[config.mk]
export PLATFORM = sky130hd
export DESIGN_NAME = uart_rx_fsm
export DESIGN_NICKNAME = d
export VERILOG_FILES = /design/src/rtl/uart_rx_fsm.sv
export SDC_FILE = /design/constraint.sdc
export NUM_CORES = 1
export LEC_CHECK = 0
export BUFFER_PORTS_ARGS = -buffer_cell sky130_fd_sc_hd__buf_2
export CORE_AREA = 2 2 68 70
export CTS_BUF_LIST = sky130_fd_sc_hd__clkbuf_4
export CTS_CLUSTER_SIZE = 24
export DETAILED_ROUTE_END_ITERATION = 10
export DIE_AREA = 0 0 70 72
export SLEW_MARGIN = 10
export SYNTH_ARGS = -nofsm -noshare
export SYNTH_HDL_FRONTEND = slang
export SYNTH_SLANG_ARGS = --single-unit
[constraint.sdc]
create_clock -name baud_clk -period 1.4 [get_ports baud_clk]
set_input_delay 0.14 -clock baud_clk [delete_from_list [all_inputs] [get_ports baud_clk]]
set_output_delay 0.14 -clock baud_clk [all_outputs]
set_load 0.03 [all_outputs]
[src/rtl/uart_rx_fsm.sv]
// -----------------------------------------------------------------------------
// uart_rx_fsm
//
// Oversampled UART receiver. The serial line is synchronized into the
// baud_clk domain and a six-state FSM samples the middle of every bit.
// Results are reported through registered single-cycle pulses.
//
// Parameters
//   DATA_BITS   data bits per frame (5..9)
//   OVERSAMPLE  baud_clk cycles per bit (even, >= 8)
//   PARITY_EN   1: one parity bit follows the data bits
//   PARITY_ODD  1: odd parity, 0: even parity (only used when PARITY_EN=1)
//
// Ports
//   baud_clk       in   oversample clock, all logic on its rising edge
//   rst            in   synchronous active-high reset
//   rx_in          in   asynchronous serial line, idles high, LSB first
//   data_out       out  last correctly framed word, held between frames
//   data_valid     out  one-cycle pulse, data_out has just been updated
//   parity_error   out  one-cycle pulse with data_valid on parity mismatch
//   framing_error  out  one-cycle pulse when the stop bit is sampled low
//   busy           out  high whenever the FSM is not in IDLE
// -----------------------------------------------------------------------------
module uart_rx_fsm #(
    parameter int DATA_BITS  = 8,
    parameter int OVERSAMPLE = 16,
    parameter int PARITY_EN  = 0,
    parameter int PARITY_ODD = 0
) (
    input  logic                 baud_clk,
    input  logic                 rst,
    input  logic                 rx_in,
    output logic [DATA_BITS-1:0] data_out,
    output logic                 data_valid,
    output logic                 parity_error,
    output logic                 framing_error,
    output logic                 busy
);

    localparam int CNT_W = $clog2(OVERSAMPLE);
    localparam int IDX_W = $clog2(DATA_BITS);

    localparam logic [CNT_W-1:0] CNT_MID  = CNT_W'(OVERSAMPLE / 2 - 1);
    localparam logic [CNT_W-1:0] CNT_LAST = CNT_W'(OVERSAMPLE - 1);
    localparam logic [IDX_W-1:0] IDX_LAST = IDX_W'(DATA_BITS - 1);

    typedef enum logic [2:0] {
        IDLE      = 3'd0,
        START     = 3'd1,
        DATA      = 3'd2,
        PARITY    = 3'd3,
        STOP      = 3'd4,
        WAIT_IDLE = 3'd5
    } state_t;

    // Parity bit the transmitter should have sent for the given data word.
    function automatic logic f_expected_parity(input logic [DATA_BITS-1:0] d);
        return (^d) ^ (PARITY_ODD != 0);
    endfunction

    // Registered state
    logic                 r_sync1;
    logic                 r_sync2;
    state_t               r_state;
    logic [CNT_W-1:0]     r_cnt;
    logic [IDX_W-1:0]     r_idx;
    logic [DATA_BITS-1:0] r_shift;
    logic                 r_pflag;
    logic [DATA_BITS-1:0] r_data;
    logic                 r_valid;
    logic                 r_perr;
    logic                 r_ferr;

    // Next-state values
    logic                 w_rx_s;
    state_t               w_state_nxt;
    logic [CNT_W-1:0]     w_cnt_nxt;
    logic [IDX_W-1:0]     w_idx_nxt;
    logic [DATA_BITS-1:0] w_shift_nxt;
    logic                 w_pflag_nxt;
    logic [DATA_BITS-1:0] w_data_nxt;
    logic                 w_valid_nxt;
    logic                 w_perr_nxt;
    logic                 w_ferr_nxt;

    assign w_rx_s = r_sync2;

    always_comb begin
        w_state_nxt = r_state;
        // Free-running 0..OVERSAMPLE-1 inside a state; transitions force 0.
        w_cnt_nxt   = (r_cnt == CNT_LAST) ? '0 : r_cnt + CNT_W'(1);
        w_idx_nxt   = r_idx;
        w_shift_nxt = r_shift;
        w_pflag_nxt = r_pflag;
        w_data_nxt  = r_data;
        w_valid_nxt = 1'b0;
        w_perr_nxt  = 1'b0;
        w_ferr_nxt  = 1'b0;

        case (r_state)
            IDLE: begin
                w_cnt_nxt = '0;
                if (!w_rx_s) begin
                    w_state_nxt = START;
                    w_pflag_nxt = 1'b0;
                end
            end

            START: begin
                // Re-check the line at mid start bit to reject short glitches.
                if (r_cnt == CNT_MID) begin
                    w_cnt_nxt = '0;
                    if (!w_rx_s) begin
                        w_state_nxt = DATA;
                        w_idx_nxt   = '0;
                    end else begin
                        w_state_nxt = IDLE;
                    end
                end
            end

            DATA: begin
                // Counting from mid start bit, cnt=LAST lands on mid data bit.
                if (r_cnt == CNT_LAST) begin
                    w_shift_nxt = {w_rx_s, r_shift[DATA_BITS-1:1]};
                    if (r_idx == IDX_LAST) begin
                        w_cnt_nxt   = '0;
                        w_state_nxt = (PARITY_EN != 0) ? PARITY : STOP;
                    end else begin
                        w_idx_nxt = r_idx + IDX_W'(1);
                    end
                end
            end

            PARITY: begin
                if (r_cnt == CNT_LAST) begin
                    w_cnt_nxt   = '0;
                    w_pflag_nxt = (w_rx_s != f_expected_parity(r_shift));
                    w_state_nxt = STOP;
                end
            end

            STOP: begin
                if (r_cnt == CNT_LAST) begin
                    w_cnt_nxt = '0;
                    if (w_rx_s) begin
                        w_data_nxt  = r_shift;
                        w_valid_nxt = 1'b1;
                        w_perr_nxt  = r_pflag;
                        w_state_nxt = IDLE;
                    end else begin
                        w_ferr_nxt  = 1'b1;
                        w_state_nxt = WAIT_IDLE;
                    end
                end
            end

            WAIT_IDLE: begin
                // Hold here through a break so it yields only one pulse.
                w_cnt_nxt = '0;
                if (w_rx_s) begin
                    w_state_nxt = IDLE;
                end
            end

            default: begin
                w_cnt_nxt   = '0;
                w_state_nxt = IDLE;
            end
        endcase
    end

    always_ff @(posedge baud_clk) begin
        if (rst) begin
            r_sync1 <= 1'b1;
            r_sync2 <= 1'b1;
            r_state <= IDLE;
            r_cnt   <= '0;
            r_idx   <= '0;
            r_shift <= '0;
            r_pflag <= 1'b0;
            r_data  <= '0;
            r_valid <= 1'b0;
            r_perr  <= 1'b0;
            r_ferr  <= 1'b0;
        end else begin
            r_sync1 <= rx_in;
            r_sync2 <= r_sync1;
            r_state <= w_state_nxt;
            r_cnt   <= w_cnt_nxt;
            r_idx   <= w_idx_nxt;
            r_shift <= w_shift_nxt;
            r_pflag <= w_pflag_nxt;
            r_data  <= w_data_nxt;
            r_valid <= w_valid_nxt;
            r_perr  <= w_perr_nxt;
            r_ferr  <= w_ferr_nxt;
        end
    end

    assign data_out      = r_data;
    assign data_valid    = r_valid;
    assign parity_error  = r_perr;
    assign framing_error = r_ferr;
    assign busy          = (r_state != IDLE);

endmodule
[Word level (Yosys, flattened, before mapping)]
Cells that the tools add are included.
Cells by class
  shift operators: 0
  add/sub/neg operators: 2
  magnitude comparators: 0
  div/mod/pow operators: 0
  equal/unequal tests: 18
  reductions and logical operators: 12
  multiply operators: 0
  multiplexer cells: 26
  bitwise gates (word level): 2
Operator list (count)
  3-bit two-way mux: 12
  4-bit two-way mux: 5
  2-bit != test (second input constant): 9
  3-bit one-hot mux with 6 select lines: 1
  4-bit one-hot mux with 3 select lines: 1
  3-bit == test (second input constant): 3
  8-bit XOR reduction: 1
  7-bit AND reduction: 1
  3-bit by 2-bit == test with 1-bit output (second input constant): 2
  3-bit one-hot mux with 2 select lines: 1
  5-bit AND reduction: 1
  4-bit by 1-bit adder with 4-bit output (second input constant): 1
  4-bit by 3-bit == test with 1-bit output (second input constant): 1
  4-bit == test (second input constant): 1
  1-bit two-way mux: 4
  2-bit AND reduction: 2
  2-bit nonzero test: 2
  3-bit by 1-bit adder with 3-bit output (second input constant): 1
  3-bit by 1-bit == test with 1-bit output (second input constant): 1
  3-bit logical NOT: 1
  3-bit AND reduction: 1
  3-bit nonzero test: 1
  3-bit OR reduction: 1
  2-bit two-way mux: 1
  other kinds (4): 5
Word-level totals
  bits of input ports: 3
  memories kept: 0
  bits in registers: 32
  RAM bits: 0
  memory bits (read-only): 0
  word-level logic and storage cells: 71
  latch bits: 0
  output and inout bits: 12

[Depth between registers and ports, before layout]
  depth in word-level cells: 5
  gate-level depth with buffers: 7
  gate-level depth less buffers: 6

[Worst setup path after synthesis]
No wires, ideal clock.
  path type: flip-flop to flip-flop
  start point: register r_cnt[0]
  end point: register r_data[0], in the netlist data_out[0]
  setup time: 128 ps
  clock period less this slack: 1484 ps
  stages on the path, launching flop included: 8
  required time: 1272 ps
  slack: -84 ps
  data arrival time: 1357 ps
  path buffers: 2
  cell sequence: dfxtp_1 ha_1 and3_1 buf_4 nand4_1 buf_6 mux2i_1 nor2_1
On the way
  word-level cells in the longest chain between the ends: 2
Ends and longest elaborated chain
  from (decl): line 65  | logic [CNT_W-1:0] r_cnt;
  from (signal assigned): line 190  | r_cnt <= w_cnt_nxt;
  4-bit == test: line 144  | if (r_cnt == CNT_LAST) begin
  3-bit AND reduction (no line)
  to (signal assigned): line 194  | r_data <= w_data_nxt;
  to (decl): line 69  | logic [DATA_BITS-1:0] r_data;
No other way between the ends.
A chain may end at the register's enable or synchronous reset.

[Worst setup path after layout]
  start point: register r_cnt[1]
  end point: register r_data[3], in the netlist data_out[3]
The elaborated chain is that of the path after synthesis.

==> flow_summary.yaml <==
status:
  outcome: "finished with violations"
  failed_checks: "setup timing"
worst_setup_path:
  r2r_slack_ps: -140
  crit_fanout: 5
  cp.required_ps: 1630
  rr_startpoint: "r_cnt[1]$_SDFF_PP0_"
  crit_type: "register to register"
  r2r_cells: 6
  start_kind: "register"
  endpoint_kind: "register"
  critical_path_arrival_ps: 1770
  reg2reg_to: "data_out[3]$_SDFFE_PP0P_"
route:
  drt-initial-drc-count: 70
  drc_errors: 0
  vias_per_cell: 5.020
  wl_mm: 3.326
  vias: 1250
  first_pass_iters: 4
  ant_nets: 0
  wl_per_cell_um: 13.36
floorplan:
  die_h_um: 72
  fp.dieW_um: 70
  row_count: 24
  coreArea_um2: 4264
  die_area_um2: 5040
  boundaryPins: 15
  start_util: 0.3448
final_layout:
  num-fill-cells: 408
  antenna_cells: 0
  area_growth_syn_to_layout_pct: 39.57
  nNetsFinal: 202
  seqCellArea_um2: 656.9
  drive_gt1_frac: 0.4416
  final_cells: 249
  fin_area_um2: 2052
  multi_input_area_um2: 874.6
synthesis:
  postSynthAreaPerCell_um2: 9.609
  synth_edf_count: 0
  synthCells: 153
  synthArstFlopShare: 0
  yosys.area.top_type: "dfxtp_1"
  synth_fa_ha_area_frac: 0.02553
  synthTopCellsByCount: "dfxtp_1, nor2_1, mux2i_1, a21oi_1"
  synthSimpleGateAreaFrac: 0.2085
  synth.ff_latch_count: 32
  synthXorXnorAreaFrac: 0.06043
  netlist_area_um2: 1470
  synth-compound-area-share: 0.09532
  synth_cell_types: 40
  yosysWarnings: 0
  yosys-top-cells-area: "dfxtp_1, mux2i_1, nor2_1"
  synth_seq_area_share: 0.4357
  synth_top_cell_area_share: 0.4357
  synth_top_family_by_area: "simple AND/OR/NAND/NOR gates"
  syn-num-nets: 159
  synth_top_flop_cell: "dfxtp_1"
  synthMuxAreaShare: 0.1157
  synth.most_common_cell: "dfxtp_1"
timing:
  hold_viol: 0
  worst_pin_slew_ps: 332.0
  fin_crit_ps: 1537
  fin_tns_setup_ps: -1306
  setup_violations: 19
  relSlewSlack: 0.7786
  period_share: 1.098
  rsz0062_at_grt: "true"
  skew_ps: 9.846
  finalMaxSlewViolations: 0
  fmax_mhz: 650.5
  setup_ws_ps: -137.4
cts:
  clk_path_buf_depth: 2
  cts_tree: "built"
  numCtsBuffers: 5
  h-tree-depth: 2
  clk_pin_slew_ps: 110
  root_buffer: "clkbuf_4"
  clkLatencyLatePin_ps: 340
  clkSinkCount: 32
placement:
  dp_hpwl_mm: 2.203
  gp_congestion: 0.8774
  place_area_um2: 1783
  place_inst: 234
  io_buffers: 14
global_route:
  antenna_found_initial: 0
  globalRouteTotalUtil: 0.1308
  grt_pass1_vias: 1263
  grt_max_degree: 31
  overflow: 0
  grt_pass1_wl_mm: 5.382
min_path:
  holdCritPathClass: "primary input to register"
  min_path_cells: 4
  min_to: "r_cnt[0]$_SDFF_PP0_"
  min_from: "rst"
power:
  p_leak_nw: 0.9442
  p_per_area_nw_per_um2: 845.7
  ir_worst_vdd_v: 0.0003468
job:
  max_cap_violations: 0
==> logic make-up (layout without fill, tap and decap cells) <==
logic type	Yosys count	in the layout
multiplexers	17	17
AO/OA/AOI/OAI	22	22
flip-flops	32	32
XOR/XNOR	7	7
adder cells (fa/ha/maj)	3	3
AND/OR/NAND/NOR	57	57
buffers and inverters	15	59
==> layout make-up <==
cell class	instances	area share
multi-input cells	106	0.4262
well taps	52	0.03171
inverters	4	0.007317
repair buffers	47	0.1738
clock buffers	5	0.01829
clock inverters	3	0.02256
flip-flops and latches	32	0.3201
==> report_power, final <==
group / internal (W) / switching, W / leakage, nW
sequential: 0.000914 / 0.00000657 / 0.264
clock: 0.000381 / 0.000346 / 0.0418
combinational: 0.0000392 / 0.0000483 / 0.638
total: 0.00133 / 0.000401 / 0.944
==> metal layers <==
metal / global-route usage / up-vias / routed length, µm
met5: 0 / - / 0
met1: 0.1592 / 610 / 1553
li1: - / 619 / -
met4: 0.06624 / 0 / 46
met3: 0.02917 / 6 / 85
met2: 0.2190 / 15 / 1640
==> through the flow <==
stage | utilization | hold slack (ps) | total power (W) | setup slack, ps
6_report | 0.4812 | 215.5 | 0.001735 | -137.4
5_1_grt | 0.4812 | 220.1 | 0.001797 | -207.3
4_1_cts | 0.4522 | 208.5 | 0.001742 | -105.9
3_5_place_dp | 0.4181 | 333.1 | 0.001015 | -175.0
3_3_place_gp | 0.4181 | 337.8 | 0.001015 | -111.7
2_1_floorplan | - | 207.7 | 0.0009865 | -24.90
==> state kept, by name, indices dropped and copies added (netlist names), 3 cells and up <==
| name | cells |
|---|---|
| data_out | 8 |
| r_state | 3 |
| r_shift | 8 |
| r_idx | 3 |
| r_cnt | 4 |
==> cells in the final DEF (no fill, tap or decap), drive strengths merged, types with 3 or more instances in the layout <==
cell type  Yosys  layout
mux2i         17      17
nor2          28      28
nand2          4       4
nor3           3       3
inv            4       5
ha             3       3
or2            4       4
a21oi          7       7
o21ai          5       5
buf            8      45
xnor2          4       4
nor4b          3       3
dfxtp         32      32
clkbuf         3       6
nand3          3       3
==> what timing repair did <==
item                                    CTS  global route
endpoints found under the setup margin   26            18
pin swaps                                 6            11
setup buffers                             1             4
gates cloned                              0             1
hold endpoints to repair                  1             0
resized for setup                        13            21
hold buffers                              1             0
==> critical path: stages (launching register included) <==
cell and delay (ps):
dfxtp_2 370, ha_4 170, and3_4 230, nand4_1 220, clkbuf_16 250, mux2i_1 140, nor2_1 60
==> worst max-delay path by stage <==
stage	from	end	slack (ps)	cells after the start
final	r_cnt[1]$_SDFF_PP0_	data_out[3]$_SDFFE_PP0P_	-140	6
after global routing	r_idx[0]$_SDFFE_PP0P_	r_idx[2]$_SDFFE_PP0P_	-210	6
after CTS	r_idx[0]$_SDFFE_PP0P_	r_idx[1]$_SDFFE_PP0P_	-110	6
after detailed placement	r_idx[1]$_SDFFE_PP0P_	r_idx[1]$_SDFFE_PP0P_	-180	6
after global placement	r_cnt[1]$_SDFF_PP0_	r_cnt[0]$_SDFF_PP0_	-110	6
after floorplan	r_idx[0]$_SDFFE_PP0P_	r_idx[2]$_SDFFE_PP0P_	-20	6
Note: power is estimated with default switching activity, not from simulation.
